<file path="src/rtl/dbg_uart_pkg.sv">
// Shared types and constants for the UART debug host: FSM encodings, command codes,
// frame sizes and the request-frame byte selector.
package dbg_uart_pkg;

    localparam logic [7:0] CMD_READ  = 8'h01;
    localparam logic [7:0] CMD_WRITE = 8'h02;
    localparam int         TX_BYTES  = 9;
    localparam int         RSP_BYTES = 4;

    typedef enum logic [1:0] {
        ST_IDLE,
        ST_TX,
        ST_RX,
        ST_DONE
    } host_state_e;

    typedef enum logic [1:0] {
        RX_HUNT,
        RX_START,
        RX_DATA,
        RX_STOP
    } rx_state_e;

    // Byte idx of the outgoing frame: cmd, addr LSB..MSB, data LSB..MSB.
    function automatic logic [7:0] tx_byte_sel(input logic [7:0]  cmd,
                                               input logic [31:0] addr,
                                               input logic [31:0] data,
                                               input logic [3:0]  idx);
        logic [71:0] frame;
        frame = {data, addr, cmd};
        return frame[{idx, 3'b000} +: 8];
    endfunction

endpackage

</file>
<file path="src/rtl/dbg_uart_rx_byte.sv">
// 8N1 byte receiver: 2-flop synchronizer, falling-edge start detect with mid-bit
// confirmation, LSB-first sampling and a stop-bit framing check. Only hunts while en_i.
module dbg_uart_rx_byte
    import dbg_uart_pkg::*;
#(
    parameter int CLKS_PER_BIT = 16
) (
    input  logic       clk_i,
    input  logic       rstn_i,
    input  logic       en_i,
    input  logic       rx_i,
    output logic [7:0] byte_o,
    output logic       valid_o,
    output logic       frame_err_o
);
    localparam int             CW        = $clog2(CLKS_PER_BIT);
    localparam logic [CW-1:0]  BIT_LAST  = CW'(CLKS_PER_BIT - 1);
    localparam logic [CW-1:0]  HALF_LAST = CW'(CLKS_PER_BIT / 2 - 1);

    logic          meta_q, sync_q, prev_q;
    rx_state_e     state_q, state_d;
    logic [CW-1:0] cnt_q, cnt_d;
    logic [2:0]    bit_q, bit_d;
    logic [7:0]    shreg_q, shreg_d;

    always_ff @(posedge clk_i or negedge rstn_i) begin
        if (!rstn_i) begin
            meta_q  <= 1'b1;
            sync_q  <= 1'b1;
            prev_q  <= 1'b1;
            state_q <= RX_HUNT;
            cnt_q   <= '0;
            bit_q   <= '0;
            shreg_q <= '0;
        end else begin
            meta_q  <= rx_i;
            sync_q  <= meta_q;
            prev_q  <= sync_q;
            state_q <= state_d;
            cnt_q   <= cnt_d;
            bit_q   <= bit_d;
            shreg_q <= shreg_d;
        end
    end

    always_comb begin
        state_d     = state_q;
        cnt_d       = cnt_q;
        bit_d       = bit_q;
        shreg_d     = shreg_q;
        valid_o     = 1'b0;
        frame_err_o = 1'b0;
        case (state_q)
            RX_HUNT: begin
                if (prev_q && !sync_q) begin
                    state_d = RX_START;
                    cnt_d   = '0;
                end
            end
            RX_START: begin
                // A line that is high again at half a bit was only a glitch.
                if (cnt_q == HALF_LAST) begin
                    cnt_d   = '0;
                    bit_d   = '0;
                    state_d = sync_q ? RX_HUNT : RX_DATA;
                end else begin
                    cnt_d = cnt_q + 1'b1;
                end
            end
            RX_DATA: begin
                if (cnt_q == BIT_LAST) begin
                    cnt_d   = '0;
                    shreg_d = {sync_q, shreg_q[7:1]};
                    if (bit_q == 3'd7) state_d = RX_STOP;
                    else               bit_d   = bit_q + 1'b1;
                end else begin
                    cnt_d = cnt_q + 1'b1;
                end
            end
            default: begin
                if (cnt_q == BIT_LAST) begin
                    valid_o     = en_i & sync_q;
                    frame_err_o = en_i & ~sync_q;
                    state_d     = RX_HUNT;
                end else begin
                    cnt_d = cnt_q + 1'b1;
                end
            end
        endcase
        if (!en_i) state_d = RX_HUNT;
    end

    assign byte_o = shreg_q;

endmodule

</file>
<file path="src/rtl/dbg_uart_host.sv">
// UART debug host: serializes a 9-byte command frame (cmd, addr, data) and collects a
// 4-byte reply, reporting framing errors and a whole-response timeout as rsp_err_o.
module dbg_uart_host
    import dbg_uart_pkg::*;
#(
    parameter int CLKS_PER_BIT   = 16,
    parameter int TIMEOUT_CYCLES = 65536
) (
    input  logic        clk_i,
    input  logic        rstn_i,
    input  logic [7:0]  cmd_i,
    input  logic [31:0] addr_i,
    input  logic [31:0] data_i,
    input  logic        req_valid_i,
    output logic        req_ready_o,
    output logic [31:0] rsp_data_o,
    output logic        rsp_valid_o,
    output logic        rsp_err_o,
    output logic        uart_tx_o,
    input  logic        uart_rx_i
);
    localparam int            CW        = $clog2(CLKS_PER_BIT);
    localparam int            TW        = $clog2(TIMEOUT_CYCLES + 1);
    localparam logic [CW-1:0] BIT_LAST  = CW'(CLKS_PER_BIT - 1);
    localparam logic [TW-1:0] TO_LAST   = TW'(TIMEOUT_CYCLES - 1);
    localparam logic [3:0]    BYTE_LAST = 4'(TX_BYTES - 1);
    localparam logic [1:0]    RSP_LAST  = 2'(RSP_BYTES - 1);

    host_state_e   state_q, state_d;
    logic          ready_q, ready_d;
    logic          tx_q, tx_d;
    logic [7:0]    cmd_q, cmd_d;
    logic [31:0]   addr_q, addr_d;
    logic [31:0]   data_q, data_d;
    logic [3:0]    byte_idx_q, byte_idx_d;
    logic [3:0]    bit_idx_q, bit_idx_d;
    logic [CW-1:0] clk_cnt_q, clk_cnt_d;
    logic [TW-1:0] to_cnt_q, to_cnt_d;
    logic [1:0]    rsp_cnt_q, rsp_cnt_d;
    logic [23:0]   rsp_shift_q, rsp_shift_d;
    logic [31:0]   rsp_data_q, rsp_data_d;
    logic          rsp_err_q, rsp_err_d;
    logic          rsp_valid_q, rsp_valid_d;

    logic [7:0]    cur_byte;
    logic [7:0]    rx_byte;
    logic          rx_valid, rx_ferr;

    assign cur_byte = tx_byte_sel(cmd_q, addr_q, data_q, byte_idx_q);

    dbg_uart_rx_byte #(.CLKS_PER_BIT(CLKS_PER_BIT)) u_rx (
        .clk_i       (clk_i),
        .rstn_i      (rstn_i),
        .en_i        (state_q == ST_RX),
        .rx_i        (uart_rx_i),
        .byte_o      (rx_byte),
        .valid_o     (rx_valid),
        .frame_err_o (rx_ferr)
    );

    always_ff @(posedge clk_i or negedge rstn_i) begin
        if (!rstn_i) begin
            state_q     <= ST_IDLE;
            ready_q     <= 1'b0;
            tx_q        <= 1'b1;
            cmd_q       <= '0;
            addr_q      <= '0;
            data_q      <= '0;
            byte_idx_q  <= '0;
            bit_idx_q   <= '0;
            clk_cnt_q   <= '0;
            to_cnt_q    <= '0;
            rsp_cnt_q   <= '0;
            rsp_shift_q <= '0;
            rsp_data_q  <= '0;
            rsp_err_q   <= 1'b0;
            rsp_valid_q <= 1'b0;
        end else begin
            state_q     <= state_d;
            ready_q     <= ready_d;
            tx_q        <= tx_d;
            cmd_q       <= cmd_d;
            addr_q      <= addr_d;
            data_q      <= data_d;
            byte_idx_q  <= byte_idx_d;
            bit_idx_q   <= bit_idx_d;
            clk_cnt_q   <= clk_cnt_d;
            to_cnt_q    <= to_cnt_d;
            rsp_cnt_q   <= rsp_cnt_d;
            rsp_shift_q <= rsp_shift_d;
            rsp_data_q  <= rsp_data_d;
            rsp_err_q   <= rsp_err_d;
            rsp_valid_q <= rsp_valid_d;
        end
    end

    always_comb begin
        state_d     = state_q;
        tx_d        = 1'b1;
        cmd_d       = cmd_q;
        addr_d      = addr_q;
        data_d      = data_q;
        byte_idx_d  = byte_idx_q;
        bit_idx_d   = bit_idx_q;
        clk_cnt_d   = clk_cnt_q;
        to_cnt_d    = to_cnt_q;
        rsp_cnt_d   = rsp_cnt_q;
        rsp_shift_d = rsp_shift_q;
        rsp_data_d  = rsp_data_q;
        rsp_err_d   = rsp_err_q;
        rsp_valid_d = 1'b0;
        case (state_q)
            ST_IDLE: begin
                if (req_valid_i && ready_q) begin
                    state_d    = ST_TX;
                    cmd_d      = cmd_i;
                    addr_d     = addr_i;
                    data_d     = data_i;
                    tx_d       = 1'b0;
                    byte_idx_d = '0;
                    bit_idx_d  = '0;
                    clk_cnt_d  = '0;
                end
            end
            ST_TX: begin
                // tx_q already holds the current bit; the next one is loaded at bit end.
                tx_d = tx_q;
                if (clk_cnt_q == BIT_LAST) begin
                    clk_cnt_d = '0;
                    if (bit_idx_q == 4'd9) begin
                        if (byte_idx_q == BYTE_LAST) begin
                            state_d   = ST_RX;
                            tx_d      = 1'b1;
                            to_cnt_d  = '0;
                            rsp_cnt_d = '0;
                        end else begin
                            byte_idx_d = byte_idx_q + 1'b1;
                            bit_idx_d  = '0;
                            tx_d       = 1'b0;
                        end
                    end else begin
                        bit_idx_d = bit_idx_q + 1'b1;
                        tx_d      = (bit_idx_q == 4'd8) ? 1'b1 : cur_byte[bit_idx_q[2:0]];
                    end
                end else begin
                    clk_cnt_d = clk_cnt_q + 1'b1;
                end
            end
            ST_RX: begin
                if (to_cnt_q != TO_LAST) to_cnt_d = to_cnt_q + 1'b1;
                // A final byte landing on the timeout cycle still counts as success.
                if (rx_valid && rsp_cnt_q == RSP_LAST) begin
                    state_d     = ST_DONE;
                    rsp_data_d  = {rx_byte, rsp_shift_q};
                    rsp_err_d   = 1'b0;
                    rsp_valid_d = 1'b1;
                end else if (rx_ferr || to_cnt_q == TO_LAST) begin
                    state_d     = ST_DONE;
                    rsp_data_d  = '0;
                    rsp_err_d   = 1'b1;
                    rsp_valid_d = 1'b1;
                end else if (rx_valid) begin
                    rsp_shift_d = {rx_byte, rsp_shift_q[23:8]};
                    rsp_cnt_d   = rsp_cnt_q + 1'b1;
                end
            end
            default: begin
                state_d = ST_IDLE;
            end
        endcase
        ready_d = (state_d == ST_IDLE);
    end

    assign req_ready_o = ready_q;
    assign uart_tx_o   = tx_q;
    assign rsp_data_o  = rsp_data_q;
    assign rsp_err_o   = rsp_err_q;
    assign rsp_valid_o = rsp_valid_q;

endmodule

</file>
<file path="config.mk">
export PLATFORM = sky130hd
export DESIGN_NAME = dbg_uart_host
export DESIGN_NICKNAME = d
export VERILOG_FILES = /design/src/rtl/dbg_uart_pkg.sv /design/src/rtl/dbg_uart_rx_byte.sv /design/src/rtl/dbg_uart_host.sv
export SDC_FILE = /design/constraint.sdc
export NUM_CORES = 1
export LEC_CHECK = 0
export CAP_MARGIN = 20
export CORE_MARGIN = 8
export CORE_UTILIZATION = 45
export DETAILED_ROUTE_END_ITERATION = 8
export GPL_ROUTABILITY_DRIVEN = 0
export PLACE_DENSITY = 0.68
export SYNTH_ARGS = -nofsm -noshare
export SYNTH_HDL_FRONTEND = slang
export SYNTH_SLANG_ARGS = --single-unit
</file>
<file path="constraint.sdc">
create_clock -name clk_i -period 3.25 [get_ports clk_i]
set_input_delay 0.325 -clock clk_i [delete_from_list [all_inputs] [get_ports clk_i]]
set_output_delay 0.325 -clock clk_i [all_outputs]
set_load 0.005 [all_outputs]
</file>
# Word-level counts from Yosys, hierarchy flattened
# Index checks and enable logic that the tools add are counted.
dict set report word_totals {
  input_bits 76
  elab_cells 161
  out_inout_bits 36
  ff_bits 185
}
dict set report op_classes {
  shifts 1
  eq_ne 34
  n_reduce_logical 25
  magnitude_cmp 1
  muxes 66
  n_addsub 7
  bitwise 5
}
# op count
set ops {}
lappend ops {{$shiftx A72 B8 Y8} 1}
lappend ops {{$mux W17} 4}
lappend ops {{$mux W32} 2}
lappend ops {{$mux W4} 12}
lappend ops {{$mux W2} 19}
lappend ops {{$pmux W17 S2} 1}
lappend ops {{$pmux W4 S2} 3}
lappend ops {{$eq A4 B4 Y1 const B} 5}
lappend ops {{$ne A2 B2 Y1 const B} 10}
lappend ops {{$add A17 B1 Y17 const B} 1}
lappend ops {{$eq A17 B16 Y1 const B} 1}
lappend ops {{$ne A17 B16 Y1 const B} 1}
lappend ops {{$add A4 B1 Y4 const B} 4}
lappend ops {{$mux W1} 15}
lappend ops {{$ne A3 B3 Y1 const B} 5}
lappend ops {{$reduce_and A5 Y1} 3}
lappend ops {{$pmux W2 S3} 2}
lappend ops {{$pmux W4 S3} 1}
lappend ops {{$reduce_and A4 Y1} 3}
lappend ops {{$reduce_and A2 Y1} 5}
lappend ops {{$mux W3} 3}
lappend ops {{$ne A4 B4 Y1 const B} 2}
lappend ops {{$reduce_bool A2 Y1} 4}
lappend ops {{$reduce_and A7 Y1} 1}
lappend ops {{other kinds (19)} 31}

# Longest topological paths before layout
dict set report logic_depth {
  ltp_word 9
  depth_mapped 11
  depth_no_buf 9
}

# Modules after synthesis
# Synthesis repeated with hierarchy kept, for this count alone.
dict set report unflattened {
  cells_unflattened 651
  area_unflattened_um2 8525.7
}
# module cells_each area_each_um2 instances seq_area_each_um2
set by_module_without_submodules {}
lappend by_module_without_submodules {dbg_uart_host 562 7350.8 1 4130.2}
lappend by_module_without_submodules {dbg_uart_rx_byte 89 1174.9 1 504.2}

# Worst setup path before layout
# Ideal clock, no wire load.
dict set report synth_path {
  path_kind {register -> register}
  start {register byte_idx_q[0]}
  end {register to_cnt_q[15]}
  required_ns 3.173
  setup_time_ns 0.077
  path_stages_with_launch 11
  synth_period_minus_slack_ns 2.517
  arrival_ns 2.440
  slack_ns 0.733
  n_path_buf 2
  cell_sequence {dfrtp_1 > buf_2 > clkbuf_1 > inv_1 > ha_1 > nand3b_4 > nor4_4 > o2111a_2 > nand2_1 > or3_1 > a21oi_1}
}
dict set report synth_between {
  elab_chain_len 3
}
# item line_no
set synth_lines {}
lappend synth_lines {{from (decl)} dbg_uart_host.sv:35} ;# logic [3:0] byte_idx_q, byte_idx_d;
lappend synth_lines {{from (signal assigned)} dbg_uart_host.sv:85} ;# byte_idx_q <= byte_idx_d;
lappend synth_lines {{$eq A4 B4 Y1} dbg_uart_host.sv:131} ;# if (byte_idx_q == BYTE_LAST) begin
lappend synth_lines {{$ne A2 B2 Y1 (no source line)} --}
lappend synth_lines {{$reduce_and A5 Y1 (no source line)} --}
lappend synth_lines {{to (signal assigned)} dbg_uart_host.sv:88} ;# to_cnt_q <= to_cnt_d;
lappend synth_lines {{to (decl)} dbg_uart_host.sv:38} ;# logic [TW-1:0] to_cnt_q, to_cnt_d;
# No other way between the ends.
# A chain may end at the register's enable or synchronous reset.

# Worst setup path in the final report
dict set report layout_path {
  start {register bit_idx_q[0]}
  end {register to_cnt_q[15]}
}
dict set report layout_between {
  elab_chain_len 3
}
# item line_no
set layout_lines {}
lappend layout_lines {{from (decl)} dbg_uart_host.sv:36} ;# logic [3:0] bit_idx_q, bit_idx_d;
lappend layout_lines {{from (signal assigned)} dbg_uart_host.sv:86} ;# bit_idx_q <= bit_idx_d;
lappend layout_lines {{$eq A4 B4 Y1} dbg_uart_host.sv:130} ;# if (bit_idx_q == 4'd9) begin
lappend layout_lines {{$ne A2 B2 Y1 (no source line)} --}
lappend layout_lines {{$reduce_and A5 Y1 (no source line)} --}
# No other way between the ends.

==> impl_metrics.csv <==
group,metric,value,unit
setup_path,worstPathArrival,2880,ps
setup_path,critPathKind,"reg2reg",
power_and_ir_drop,p_leak,4.850,nW
logic_synthesis,synth-compound-area-share,8.552,%
logic_synthesis,synthArstFlopShare,100.0,%
sta,min_period,2522,ps
sta,slew-limit-headroom,39.06,%
clocking,clockRootBuffer,"clkbuf_16",
logic_synthesis,synth-simple-area-share,9.778,%
logic_synthesis,yosys_warnings,0,
logic_synthesis,postSynthCellCount,637,
logic_synthesis,synth_cell_types,52,
logic_synthesis,yosys-top-cells-area,"dfrtp_1 (55%), mux2_2 (15%), a22o_1 (3.8%), mux4_2 (2.5%), ha_1 (1.8%)",
power_and_ir_drop,p_per_area,449.0,mW/mm²
setup_path,rr_startpoint,"bit_idx_q[0]",
routing,routedWlPerCell,18.12,µm
setup_path,endpoint_kind,"register",
clocking,clock_latency,440,ps
routing,avgViaCountPerCell,5.417,
cells_and_area,layout.cells.most_common_list,"dfrtp_1 (181), mux2_2 (110), clkdlybuf4s50_1 (110)",
global_route,antenna_found_initial,0,
cells_and_area,syn_to_final_growth,24.66,%
setup_path,startpoint,"bit_idx_q[0]",
floorplan,fp.dieW,150.7,µm
floorplan,core,0.01790,mm²
sta,holdWs,323.9,ps
sta,final_hold_viol_count,0,
sta,fin_tns_setup,0,ps
cells_and_area,regArea,0.004634,mm²
sta,setup_violations,0,
power_and_ir_drop,p_clk_share,46.3,%
sta,fin_skew,11.59,ps
placed_design,numPortBuffers,111,
global_route,overflow,0,
routing,drc,0,
global_route,grt_max_degree,78,
power_and_ir_drop,seqPwrFrac,50.4,%
clocking,clk_path_buf_depth,2,
power_and_ir_drop,fin_total_pwr,4.570,mW
outcome,status,"finished, final reports clean",
sta,finalCritPeriodShare,77.60,%
logic_synthesis,synth.area.mux_share,19.00,%
clocking,cts_tree,"built",
logic_synthesis,synth-main-ff-cell,"dfrtp_1",
clocking,cts.sinks,185,
floorplan,die-area,0.02271,mm²
clocking,numCtsBuffers,17,
min_path,min_path_type,"in2reg",
global_route,grt_pass1_wl,30060,µm
power_and_ir_drop,pwr-share-comb,3.3,%
global_route,grt_usage,16.84,%
cells_and_area,multi_input_area,0.003364,mm²
cells_and_area,drive_gt1_share,23.48,%
power_and_ir_drop,peakVddDrop,343.7,µV
setup_path,critical_path_required,3610,ps
placed_design,pre_cts_ws,767.5,ps
routing,routed_wl,17890,µm
sta,fmax,396.5,MHz
logic_synthesis,ys_ff_latch,185,
floorplan,die_y,150.7,µm
setup_path,start_kind,"register",
logic_synthesis,synth.avg_cell_area,12.82,µm²
sta,setup_ws,728.0,ps
placed_design,place_hpwl,12400,µm
power_and_ir_drop,p_int,3.500,mW
sta,drv_slew,0,
min_path,min-delay-start,"uart_rx_i",
logic_synthesis,synth_nets,725,
logic_synthesis,synth_top_family_by_area,"multiplexers",
sta,worstMarginPinSlew,910.1,ps
routing,num_vias,5347,
cells_and_area,fillCellCount,1461,
sta,grt_setup_unrepaired,"false",
floorplan,pin_count,112,
logic_synthesis,synth_edf_count,0,
logic_synthesis,yosys.area_share.xor_xnor,1.824,%
routing,ant_nets,0,
power_and_ir_drop,p_switching,1.070,mW
logic_synthesis,synth_area_leader_cell,"dfrtp_1",
cells_and_area,diodes,0,
routing,drt-pass1-iter-count,4,
logic_synthesis,synth_top_area_share,55.48,%
power_and_ir_drop,switching_share,23.40,%
global_route,grt_pass1_vias,5794,
cells_and_area,final_common_cell,"dfrtp_1",
setup_path,worst-path-max-fanout,19,
cells_and_area,nNetsFinal,833,
routing,drt_iter0_markers,357,
flow_run,drv_cap,0,
floorplan,rows,49,
clocking,cts-htree-levels,4,
logic_synthesis,ys_seq_area_share,56.77,%
clocking,cts_setup_buffers,0,
clocking,clk_pin_slew,70,ps
logic_synthesis,syn_area,0.008164,mm²
logic_synthesis,synthAdderAreaFrac,1.839,%
floorplan,start_util,45.60,%
-- routing by layer --
metal | routed length, µm | share of wire [%] | global-route usage (%)
met1 | 8074 | 45 | 21.56
met2 | 8930 | 50 | 27.49
met3 | 729 | 4.1 | 4.539
met4 | 151 | 0.84 | 5.096
met5 | 0 | 0 | 0
-- cells by family after synthesis --
kind of cell | after synthesis
AOI/OAI and AO/OA | 98
and+or+nand+nor | 150
adders and majority gates | 12
xor gates and xnor gates | 17
muxes | 130
buffers and inverters | 45
DFF | 185
-- cell type report --
cell class	count	area share (%)
flip-flops and latches	185	45.54
inverters	11	0.4057
clock inverters	14	1.783
multi-input cells	407	33.06
well taps	229	2.815
repair buffers	123	12.18
clock buffers	18	4.217
-- per-stage QoR --
stage | area (µm²) | util [%] | instances
after global placement | 9552 | 53.35 | 953
after CTS | 10170 | 56.82 | 986
after global routing | 10180 | 56.85 | 987
after floorplan | 8164 | - | 637
after detailed placement | 9552 | 53.35 | 953
final | 10180 | 56.85 | 987
-- worst paths after layout --
| check | to | slack [ps] | depth (start not counted) |
|---|---|---|---|
| setup / recovery | to_cnt_q[15] | 730 | 8 |
| hold / removal | u_rx.meta_q | 320 | 1 |
| setup reg to reg | to_cnt_q[15] | 730 | 8 |
| hold reg to reg | u_rx.sync_q | 360 | 0 |
| max in group asynchronous | u_rx.meta_q | 1940 | 3 |
| min in group asynchronous | cmd_q[7] | 470 | 2 |
-- cell usage after synthesis (2+ instances only) --
cell type and instances:
a31oi_1 2, buf_2 11, dfstp_2 4, clkbuf_1 20
or2_2 3, mux2i_1 11, nand2_1 39, dfrtp_1 181
a22oi_1 2, and4_1 3, a21o_1 5, a211oi_1 3
inv_1 11, nor2b_1 8, buf_1 3, nand4_1 12
nand2b_1 4, nand3_1 16, o31ai_1 2, xnor2_1 5
ha_1 12, or3_1 4, o22ai_1 3, xor2_1 12
mux2_2 110, mux4_2 9, nand3b_1 4, and3_1 2
nand3b_4 2, nor2_1 35, o21ai_0 27, a21oi_1 9
a22o_1 35, nor4b_1 2, nor3_1 9
-- critical path, stage by stage, from the launching register on --
cell	delay [ps]
dfrtp_1	670
ha_1	310
nand3b_4	130
nor4_4	260
buf_4	250
o2111a_2	290
nand2_1	70
or3_1	300
a21oi_1	150
-- registers in the layout, summed over array words and instances (netlist names), 2 cells and up --
name          cells
bit_idx_q         4
cmd_q             8
rsp_data_o       32
rsp_shift_q      24
to_cnt_q         17
u_rx.cnt_q        4
byte_idx_q        4
u_rx.state_q      2
data_q           32
rsp_cnt_q         2
clk_cnt_q         4
addr_q           32
u_rx.bit_q        3
u_rx.byte_o       8
state_q           2
-- power by group through the flow --
stage,clock network (mW),logic (mW),registers (mW)
2_1_floorplan,0,0.00368,2.35
3_3_place_gp,0,0.150,2.35
3_5_place_dp,0,0.153,2.35
4_1_cts,2.16,0.155,2.31
5_1_grt,2.25,0.166,2.31
6_report,2.11,0.150,2.31
-- repair_timing --
item / CTS / global route
gates resized for setup: 0 / 0
hold buffers: 1 / 0
hold endpoints to repair: 65 / 0
Power figures use the tool's default switching activity.
